`config.mk`:
```
export PLATFORM = sky130hd
export DESIGN_NAME = fifo_wr_arb
export DESIGN_NICKNAME = d
export VERILOG_FILES = /design/src/rtl/fifo_wr_arb.sv
export SDC_FILE = /design/constraint.sdc
export NUM_CORES = 1
export LEC_CHECK = 0
export CELL_PAD_IN_SITES_DETAIL_PLACEMENT = 1
export CELL_PAD_IN_SITES_GLOBAL_PLACEMENT = 2
export CORE_ASPECT_RATIO = 0.8
export CORE_MARGIN = 2
export CORE_UTILIZATION = 25
export CTS_CLUSTER_DIAMETER = 60
export DETAILED_ROUTE_END_ITERATION = 10
export PLACE_DENSITY_LB_ADDON = 0.12
export SLEW_MARGIN = 10
export SYNTH_ARGS = -nofsm -noshare
export SYNTH_HDL_FRONTEND = slang
export SYNTH_SLANG_ARGS = --single-unit
export TNS_END_PERCENT = 50
```
`constraint.sdc`:
```
create_clock -name wr_clk -period 2 [get_ports wr_clk]
set_clock_uncertainty 0.1 [all_clocks]
set_input_delay 0.3 -clock wr_clk [delete_from_list [all_inputs] [get_ports wr_clk]]
set_output_delay 0.3 -clock wr_clk [all_outputs]
set_load 0.005 [all_outputs]
```
`src/rtl/fifo_wr_arb.sv`:
```
// fifo_wr_arb: round-robin arbiter sharing one FIFO write port among
// NUM_REQ producers. Ownership is granted in bursts of up to BURST_LEN words,
// and the FIFO write enable/data are registered.
//
// Requester handshake (valid/ready):
//   req[i] is "valid": the word on req_data[i] is presented and must stay
//   stable while req[i] is high and ack[i] is low. ack[i] is "ready": it is
//   combinational and one-hot. A word is transferred on every cycle where
//   req[i] && ack[i]. The requester then presents its next word after that
//   edge. ack is never raised while the FIFO cannot accept a write.
module fifo_wr_arb #(
   parameter int NUM_REQ   = 4,
   parameter int DATA_W    = 8,
   parameter int BURST_LEN = 16
) (
   input  logic                       wr_clk,
   input  logic                       rst_n,
   input  logic [NUM_REQ-1:0]         req,
   input  logic [NUM_REQ*DATA_W-1:0]  req_data,
   output logic [NUM_REQ-1:0]         ack,
   input  logic                       wr_rst_busy,
   input  logic                       almost_full,
   input  logic                       full,
   output logic                       fifo_wr_en,
   output logic [DATA_W-1:0]          fifo_wr_data,
   output logic [$clog2(NUM_REQ)-1:0] grant_id,
   output logic                       busy
);

   localparam int GW = $clog2(NUM_REQ);
   localparam int CW = $clog2(BURST_LEN + 1);
   localparam logic [CW-1:0] BURST_MAX = CW'(BURST_LEN);
   localparam logic [GW-1:0] LAST_ID   = GW'(NUM_REQ - 1);
   localparam logic [GW:0]   NUM_REQ_W = (GW + 1)'(NUM_REQ);

   localparam logic [0:0] IDLE  = 1'b0;
   localparam logic [0:0] BURST = 1'b1;

   logic [0:0]        state;
   logic [GW-1:0]     rr_ptr;
   logic [CW-1:0]     cnt;
   logic [CW-1:0]     cnt_inc;
   logic              ok;
   logic              ack_any;
   logic              burst_end;
   logic              found;
   logic [GW-1:0]     winner;
   logic [GW:0]       probe;
   logic [GW-1:0]     next_ptr;
   logic [DATA_W-1:0] sel_data;

   // The FIFO can take a write only when it is out of reset and has room.
   assign ok       = !wr_rst_busy && !almost_full && !full;
   assign ack_any  = (state == BURST) && req[grant_id] && ok && (cnt < BURST_MAX);
   assign cnt_inc  = cnt + CW'(1);
   // A burst ends on its last allowed word, when the owner stops requesting,
   // or as soon as the FIFO signals it is filling up.
   assign burst_end = (ack_any && (cnt_inc == BURST_MAX)) || !req[grant_id]
                      || almost_full || full;
   assign next_ptr = (grant_id == LAST_ID) ? '0 : grant_id + GW'(1);
   assign sel_data = req_data[int'(grant_id) * DATA_W +: DATA_W];
   // busy doubles as the visible FSM state.
   assign busy     = (state == BURST);

   // Pick the first active requester at or after rr_ptr, wrapping around.
   always_comb begin
      found  = 1'b0;
      winner = '0;
      probe  = '0;
      for (int i = 0; i < NUM_REQ; i++) begin
         probe = {1'b0, rr_ptr} + (GW + 1)'(i);
         if (probe >= NUM_REQ_W) begin
            probe = probe - NUM_REQ_W;
         end
         if (!found && req[probe[GW-1:0]]) begin
            found  = 1'b1;
            winner = probe[GW-1:0];
         end
      end
   end

   // One-hot accept pulse for the current owner.
   always_comb begin
      ack = '0;
      if (ack_any) begin
         ack[grant_id] = 1'b1;
      end
   end

   // Arbitration FSM, burst counter and registered FIFO write port.
   always_ff @(posedge wr_clk or negedge rst_n) begin
      if (!rst_n) begin
         state        <= IDLE;
         rr_ptr       <= '0;
         cnt          <= '0;
         grant_id     <= '0;
         fifo_wr_en   <= 1'b0;
         fifo_wr_data <= '0;
      end else if (wr_rst_busy) begin
         // FIFO reset in progress: drop any burst but remember whose turn is next.
         state      <= IDLE;
         fifo_wr_en <= 1'b0;
         cnt        <= '0;
      end else begin
         fifo_wr_en <= ack_any;
         if (ack_any) begin
            fifo_wr_data <= sel_data;
            cnt          <= cnt_inc;
         end
         case (state)
            IDLE: begin
               if (ok && found) begin
                  state    <= BURST;
                  grant_id <= winner;
                  cnt      <= '0;
               end
            end
            BURST: begin
               if (burst_end) begin
                  state  <= IDLE;
                  rr_ptr <= next_ptr;
               end
            end
            default: state <= IDLE;
         endcase
      end
   end

endmodule

```
**After elaboration in Yosys (flattened, before gate mapping)**

Cells that the tools add are included.

- Word-level logic and storage cells: 90
- Bits in registers: 19
- Input port bits: 41
- Output and inout bits: 16

- Add/sub/neg operators: 9
- Bitwise operators: 2
- Equality and inequality tests: 2
- $lt $le $gt $ge: 11
- Muxes and demuxes: 35
- Reductions and logical operators: 24
- Shift operators: 1

Operator list:

| operator | number |
|---|---|
| $shiftx 32x6->8 | 1 |
| $mux 5 | 4 |
| $mux 2 | 9 |
| $lt 2x3->1 const B | 5 |
| $mux 1 | 14 |
| $logic_and 1x1->1 | 11 |
| $bmux 1 s2 | 5 |
| $ge 3x3->1 const B | 3 |
| $sub 2x1->2 const B | 4 |
| $logic_not 1->1 | 7 |
| $add 2x2->3 const B | 2 |
| $reduce_and 3->1 | 2 |
| $add 5x1->5 const B | 1 |
| $eq 5x5->1 const B | 1 |
| $lt 5x5->1 const B | 1 |
| $mux 4 | 1 |
| $add 2x1->3 const B | 1 |
| $ge 2x3->1 const B | 1 |
| $logic_or 1x1->1 | 3 |
| $add 2x1->2 const B | 1 |
| $demux 1 s2 | 1 |
| $eq 2x2->1 const B | 1 |
| $ge 2x1->1 const B | 1 |
| $not 1->1 | 2 |
| other kinds (2) | 2 |

**Longest topological paths before layout**

- Depth in word-level cells: 18
- Gate-level depth with buffers: 6
- Gate-level depth less buffers: 5

**Worst setup path before layout**

OpenSTA, ideal clock, no wires.

- Kind: reg-to-reg
- Start: reg grant_id[1]
- End: reg fifo_wr_data[1]
- Arrival: 1.645 ns
- Slack: 0.130 ns
- Cell stages (with the launch flop): 7
- Setup time: 0.125 ns
- Period minus slack after synthesis: 1.870 ns
- Required time: 1.775 ns
- Path buffers: 2
- Cells stage by stage: dfrtp_1 > buf_2 > mux2i_1 > o22ai_4 > nand2_2 > buf_6 > mux2_4

- Cells in the longest elaborated chain, start to end: 6
- Elaborated cells between the ends (all ways): 7
- Classes of those cells: shift (1); mux (2); reduce/logical (4)

Ends and longest elaborated chain:

| what | line | source |
|---|---|---|
| from (decl) | 26 | `output logic [$clog2(NUM_REQ)-1:0] grant_id,` |
| from (signal assigned) | 114 | `grant_id <= winner;` |
| $bmux 1 s2 | 54 | `assign ack_any = (state == BURST) && req[grant_id] && ok && (cnt < BURST_MAX);` |
| $mux 1 (not written as such) | 54 |  |
| $logic_and 1x1->1 (3 in a row) | 54 |  |
| $reduce_and 2->1 (no line) | - |  |
| to (signal assigned) | 107 | `fifo_wr_data <= sel_data;` |
| to (decl) | 25 | `output logic [DATA_W-1:0] fifo_wr_data,` |

Parallel ways exist; a longest one is shown, timed or not. The select of a mux whose other input is x is not followed.
A chain may end at the register's enable or synchronous reset.

**Worst setup path in the final report**

- Start: reg grant_id[0]
- End: out ack[3]

- Cells in the longest elaborated chain, start to end: 6
- Elaborated cells between the ends (all ways): 11
- Classes of those cells: order compare (2); mux (5); reduce/logical (4)

Ends and longest elaborated chain:

| what | line | source |
|---|---|---|
| parallel branches: the longest is 5 deep, another holds $lt 2x3->1 | - |  |
| $mux 4 (*) | 85 | `if (ack_any) begin` |
| to (decl) | 20 | `output logic [NUM_REQ-1:0] ack,` |

Mark *: on every way between the ends. The select of a mux whose other input is x is not followed.

==> run_results.csv <==
group,metric,value,unit
hold_path,hold_path_class,"in2async",
placement,dp_hpwl,3040,um
worst_setup_path,r2r-start,"grant_id[1]",
synth,yosys.area_share.xor_xnor,0,
synth,syn-num-nets,147,
synth,syn_inst,100,
drt,wl_met3,141,um
global_routing,antenna_found_initial,0,
clock_network,holdBufCountCts,0,
drt,viasPerCell,4.70,
clock_network,htreeDepth,1,
clock_network,cts_sinks,19,
clock_network,clk_pin_slew_worst_paths,0.07,ns
placement,gp_congestion,0.731,
sta,hold_viol,0,
drt,wl_per_cell,16.5,um
drt,first_iter_violations,15,
synth,synth.avg_cell_area,12.5,um^2
pwr,p_per_area,878,nW/um^2
floorplanning,coreArea,4920,um^2
pwr,power.share.clock,0.142,
drt,vias,1141,
worst_setup_path,cp_cell_sequence,"or3b_4 > o22ai_4 > buf_6 > buf_6 > and3_4 > buf_6",
synth,synth_compound_area_frac,0.0619,
status,status,"finished, violations left",
pwr,intPower,1.29,mW
synth,synthMuxAreaShare,0.331,
synth,syn_area,1250,um^2
drt,drc,0,
floorplanning,die_h,67.3,um
global_routing,grt_pass1_vias,1274,
worst_setup_path,reg2reg_depth,5,
drt,antenna_left,0,
synth,ys.warnings.count,0,
drt,wl_met2,2170,um
global_routing,grt_pass1_wl,6240,um
floorplanning,dieArea,5600,um^2
clock_network,cts_root_buffer,"clkbuf_8",
synth,synth_top_area_frac,0.380,
global_routing,grt_max_degree,20,
drt,drt_pass1_iterations,4,
sta,slew_headroom,0.767,
layout,synthToLayoutAreaGrowth,71.0,%
worst_setup_path,cp.required,1.60,ns
synth,synth_adder_area_share,0.0599,
worst_setup_path,arrival,1.68,ns
worst_setup_path,r2r-end,"rr_ptr[1]",
sta,final.min_clock_period,2.08,ns
global_routing,grt_use_total,0.144,
clock_network,clk_latency,0.25,ns
drt,routedLengthMet1,1660,um
clock_network,cts_made_buffers,3,
sta,timing.hold.ws,0.284,ns
placement,io_buffers,56,
pwr,p_sw_frac,0.317,
pwr,comb_power_share,0.544,
pwr,power.leakage,0.971,nW
floorplanning,die_w,83.1,um
global_routing,grt_overflow,0,
worst_setup_path,crit_path_max_incr_delay,0.41,ns
pwr,ir_drop,0.362,mV
sta,fin_ws,-0.0796,ns
drt,drt-total-wl,4000,um
placement,pre_cts_ws,-0.495,ns
worst_setup_path,cp-start-kind,"register",
worst_setup_path,cp-end-kind,"output pin",
synth,seq_area_frac_synth,0.380,
floorplanning,initial_core_util,0.255,
layout,final_layout_size_suffix_gt1_frac,0.309,
sta,tightest_slew,0.347,ns
synth,yosys.area.top_type,"dfrtp_1",
worst_setup_path,worst-path-buf-inv,3,
status,violations,"negative setup slack",
synth,synth_seq_cells,19,
layout,post-route-util,0.435,
floorplanning,std_cell_rows,23,
floorplanning,pin_count,57,
worst_setup_path,r2r_slack,0.08,ns
worst_setup_path,path_class,"reg2out",
synth,synthDistinctLibCells,33,
pwr,seqPwrFrac,0.313,
drt,top_layer,"met4",
worst_setup_path,crit_family,"simple AND/OR/NAND/NOR gates",
worst_setup_path,worst_path_most_repeated_cell,"buf_6",
run,drv_cap,0,
sta,clock.fmax,481,MHz
layout,layout.nets,229,
sta,timing.final.crit_share,1.04,
synth,synth_area_leaders,"dfrtp_1 38%, mux4_2 13%, mux2_4 8.4%",
sta,setup_viol,3,
clock_network,cts_tree,"done",
worst_setup_path,cpMaxStageDelayCell,"or3b_4",
sta,finalMaxSlewViolations,0,
synth,yosys.area_share.simple,0.139,
synth,synth_top_family_by_area,"multiplexers",
clock_network,cts.path.max_buffers,2,
layout,num_antenna_cells,0,
sta,rsz0062_at_grt,"yes",
pwr,power_switching,0.596,mW
worst_setup_path,cp_max_fo,3,
## logic make-up after synthesis
group / Yosys count
AO/OA/AOI/OAI: 10
adder cells (fa/ha/maj): 6
buffers and inverters: 7
flip-flops: 19
multiplexers: 27
AND/OR/NAND/NOR: 31
## layer usage
metal	up-vias	GRT usage
li1	537	-
met3	2	0.0367
met5	-	0
met2	23	0.271
met1	579	0.170
met4	0	0.0307
## worst max path at each step
stage | endpoint | depth (start not counted) | slack [ns] | from
floorplan | fifo_wr_data[1] | 6 | 0.13 | grant_id[1]
global placement | ack[1] | 5 | -0.47 | almost_full
detailed placement | ack[1] | 5 | -0.49 | almost_full
CTS | ack[3] | 6 | -0.12 | grant_id[0]
global route | ack[3] | 6 | -0.17 | grant_id[0]
finish | ack[3] | 6 | -0.08 | grant_id[0]
## worst register-to-register path: cells and delay by family (launching register included)
kind | cells | cell delay, ns
mux | 2 | 0.58
compound gates | 2 | 0.54
buf+inv | 1 | 0.14
flops | 1 | 0.45
## per-stage QoR
stage          TNS, ns  total power, mW  instances  instance area, um^2
2_1_floorplan        0             1.10        100                 1250
3_3_place_gp     -5.90             1.53        234                 2010
3_5_place_dp     -6.66             1.55        234                 2010
4_1_cts         -0.199             1.89        242                 2110
5_1_grt         -0.363             2.02        243                 2140
6_report       -0.0916             1.88        243                 2140
## state kept, by name, indices dropped and copies added, names as in the netlist
name,cells
fifo_wr_en,1
rr_ptr,2
fifo_wr_data,8
cnt,5
busy,1
grant_id,2
## cell usage after synthesis, drive strengths merged
library cell  count
a211o             1
a21oi             2
a221oi            1
and2b             1
and3              4
buf               3
dfrtp            19
ha                6
inv               4
mux2             11
mux2i             8
mux4              8
nand2             8
nand2b            2
nand3             3
nand4b            1
nor2              4
nor2b             2
nor3              1
nor3b             2
o21ai             3
o22a              1
o22ai             2
or3               1
or3b              1
or4               1
## cell type report
class,instances,area [um^2]
repair buffers,79,728
multi-input cells,75,800
flip-flops and latches,19,477
fillers,531,2780
clock buffers,4,45.0
well taps,62,77.6
inverters,4,15.0
## placed cells by master, fill, tap and decap left out, drive strengths merged, types with 2 or more instances in the layout
| master | n |
|---|---|
| a21oi | 2 |
| and3 | 4 |
| buf | 27 |
| clkbuf | 4 |
| clkdlybuf4s50 | 50 |
| dfrtp | 19 |
| dlygate4sd2 | 2 |
| ha | 6 |
| inv | 4 |
| mux2 | 11 |
| mux2i | 8 |
| mux4 | 8 |
| nand2 | 9 |
| nand2b | 2 |
| nand3 | 3 |
| nor2 | 4 |
| nor2b | 2 |
| nor3b | 2 |
| o21ai | 3 |
| o22ai | 2 |
## power by group through the flow
stage	sequential (mW)	combinational, mW	clock (mW)
6_report	0.589	1.02	0.268
5_1_grt	0.607	1.12	0.296
4_1_cts	0.582	1.02	0.286
3_5_place_dp	0.584	0.967	0
3_3_place_gp	0.579	0.953	0
2_1_floorplan	0.589	0.506	0
## repair_timing
item                       4_1_cts  5_1_grt
pin swaps                        5        1
resized for setup               27        5
gates cloned                     0        1
setup endpoints to repair       16       14
buffers inserted                 4        1
Power figures use the tool's default switching activity.
==> RTL change, RTL diff (config.mk and constraints unchanged) <==
Make the reset (`rst_n`) synchronous in one clocked block.
--- a/src/rtl/fifo_wr_arb.sv
+++ b/src/rtl/fifo_wr_arb.sv
@@ -89,5 +89,5 @@
 
    // Arbitration FSM, burst counter and registered FIFO write port.
-   always_ff @(posedge wr_clk or negedge rst_n) begin
+   always_ff @(posedge wr_clk) begin
       if (!rst_n) begin
          state        <= IDLE;
Check against the original RTL: differs if rst_n is asserted again (counterexample within 4 cycles, from zero or initial values and one cycle with rst_n low); with rst_n held inactive, the same outputs for 10 cycles.
==> RTL change against the unedited design <==
- non-clock buffer count increased by 3
- count of clock-buffer cells in the layout is 1 lower
- first-iteration DRC count rose to 2.7 times the old value
- synthesized area fell by 4.8%
- the flow still finishes with violations (negative setup slack)
- design area fell by 1.5%
- wire length down 2.5%
- hold slack better by 0.097 ns
- synthesized cell count increased by 31%
- sequential cell count stayed put
- setup slack worse by 0.031 ns
Power is not compared: it rests on default switching activity, and its combinational part moved more than twofold at a synthesized area within 25%.
==> RTL change: results (changes against the unedited design) <==
The run finished, with violations left. The final reports fail on negative setup slack. The share of post-route cells with drive strength above 1 came out at 0.252 (-0.0570). The multiplexer fraction of the synthesized cell area is 0.185 (-0.146). The via count of the first global-routing pass is 1387 (+8.9%).

The complex-gate fraction of the synthesized area came out at 0.190 (+0.128). The cell area reported after detailed placement is 1960 um2 (-2.7%). The number of nets at the end of the flow is 258 (+13%). The final setup violation count came out at 6 (+3). The clock insertion delay at the later pin of the skew report came out at 0.26 ns. The worst hold margin was 0.381 ns (+0.0968 ns). The met3 capacity usage during global routing came out at 0.0383 (+0.00158). The number of instances resized during post-cts repair came out at 28 (+3.7%). The met1 routing resource usage after global routing is 0.199 (+0.0296). The minimum setup slack after placement is -0.529 ns (-0.0342 ns). In the post-synthesis netlist, the biggest area contributors are dfxtp_1 32%, mux4_2 15%, a21oi_1 6.3%, ha_1 6.3%, nand3_1 5.0%. The highest-delay cell along the critical path is or3b_4.

The net count after synthesis came out at 178 (+21%). The number of fillers in the final layout came to 536 (+0.94%). The cell count of the worst reg-to-reg path came out at 6 (+1). The routed via count came out at 1343 (+18%).

The critical path ends at ack[0]. The final routed wirelength across all metal layers is 3900 um (-2.5%). The wire length of the first global-routing pass came out at 6360 um (+2.0%).

The register-to-register setup slack is -0.03 ns (-0.11 ns). Sorting the synthesized cells by how often they occur yields 19 x dfxtp_1, 15 x a21oi_1, 12 x nand3_1. The proportion of register bits with asynchronous set or reset after synthesis came out at 0 (-1.00).

The met2 layer wire length in the routed design is 1810 um (-17%). The number of design-rule violations left by the first detailed-router iteration was 41 (+26). The total global-route track usage is 0.155 (+0.0103). The met2 capacity usage during global routing was 0.251 (-0.0201). The routability congestion estimate is 0.648 (-11%). The worst register-to-register path ends at cnt[3]$_SDFF_PP0_.

The arrival time of the worst setup path was 1.71 ns (+0.03 ns). The peak ir drop on the vdd network is 205 uV. The mean post-synth cell area is 9.10 um2 (-27%). The critical path starts at grant_id[1]$_SDFFE_PN0P_. In this run the most critical hold path is launched from fifo_wr_data[2]$_SDFFE_PN0P_.

The final instance count without filler cells is 270 (+11%). The post-route setup TNS is -0.250 ns (-0.158 ns). Summed over all nets, the switching power comes to 0.000206 W.

The adder-cell share of the synthesized area is 0.0630 (+0.00302). The maximum number of pins on one net before global-route repair is 17 (-15%). The min-delay analysis places its worst path in the category reg2reg. The post-route worst setup slack is -0.110 ns (-0.0305 ns). Clock-pin slew was measured on the worst setup and hold paths at 0.08 ns. The highest cell delay on the worst timing path came out at 0.38 ns (-0.03 ns). The actual slew at the worst max-slew pin is 0.252 ns (-0.0951 ns). The worst-case hold path end point is fifo_wr_data[2]$_SDFFE_PN0P_. The worst register-to-register path begins at grant_id[1]$_SDFFE_PN0P_. The number of buffers added on ports came out at 56 (unchanged). The met1 routed wirelength after detailed routing is 1810 um (+9.5%).

The met3 layer wire length in the routed design is 224 um (+59%). The post-synthesis sequential area ratio came out at 0.319 (-0.0606). The final HPWL from detailed placement is 3070 um (+1.0%).
-- RTL change: cell count changes after synthesis, sizes merged, moves of 2 or more --
cell	delta
clkbuf	+5
mux2	-11
inv	+3
a21oi	+14
o31ai	+2
nor3b	-2
or3	+3
dfrtp	-19
nand3	+9
dfxtp	+19
mux2i	-4
o21ai	+8
nand2	-4
or4	+2
-- RTL change: power groups by stage --
stage | combinational (W) | clock (W) | sequential [W]
finish | 0.000184 | 0.000283 | 0.000381
floorplan | 0.0000514 | 0 | 0.000391
global placement | 0.000168 | 0 | 0.000390
global route | 0.000199 | 0.000310 | 0.000382
detailed placement | 0.000173 | 0 | 0.000390
CTS | 0.000180 | 0.000290 | 0.000381
-- RTL change: final cells by class --
type | count | area [um2] | area share
timing repair buffer | 82 | 777 | 0.368
inverter | 8 | 30.0 | 0.0142
sequential | 19 | 382 | 0.181
clock buffer | 3 | 41.3 | 0.0196
clock inverter | 1 | 5.00 | 0.00237
multi-input combinational | 97 | 800 | 0.379
tap | 60 | 75.1 | 0.0356
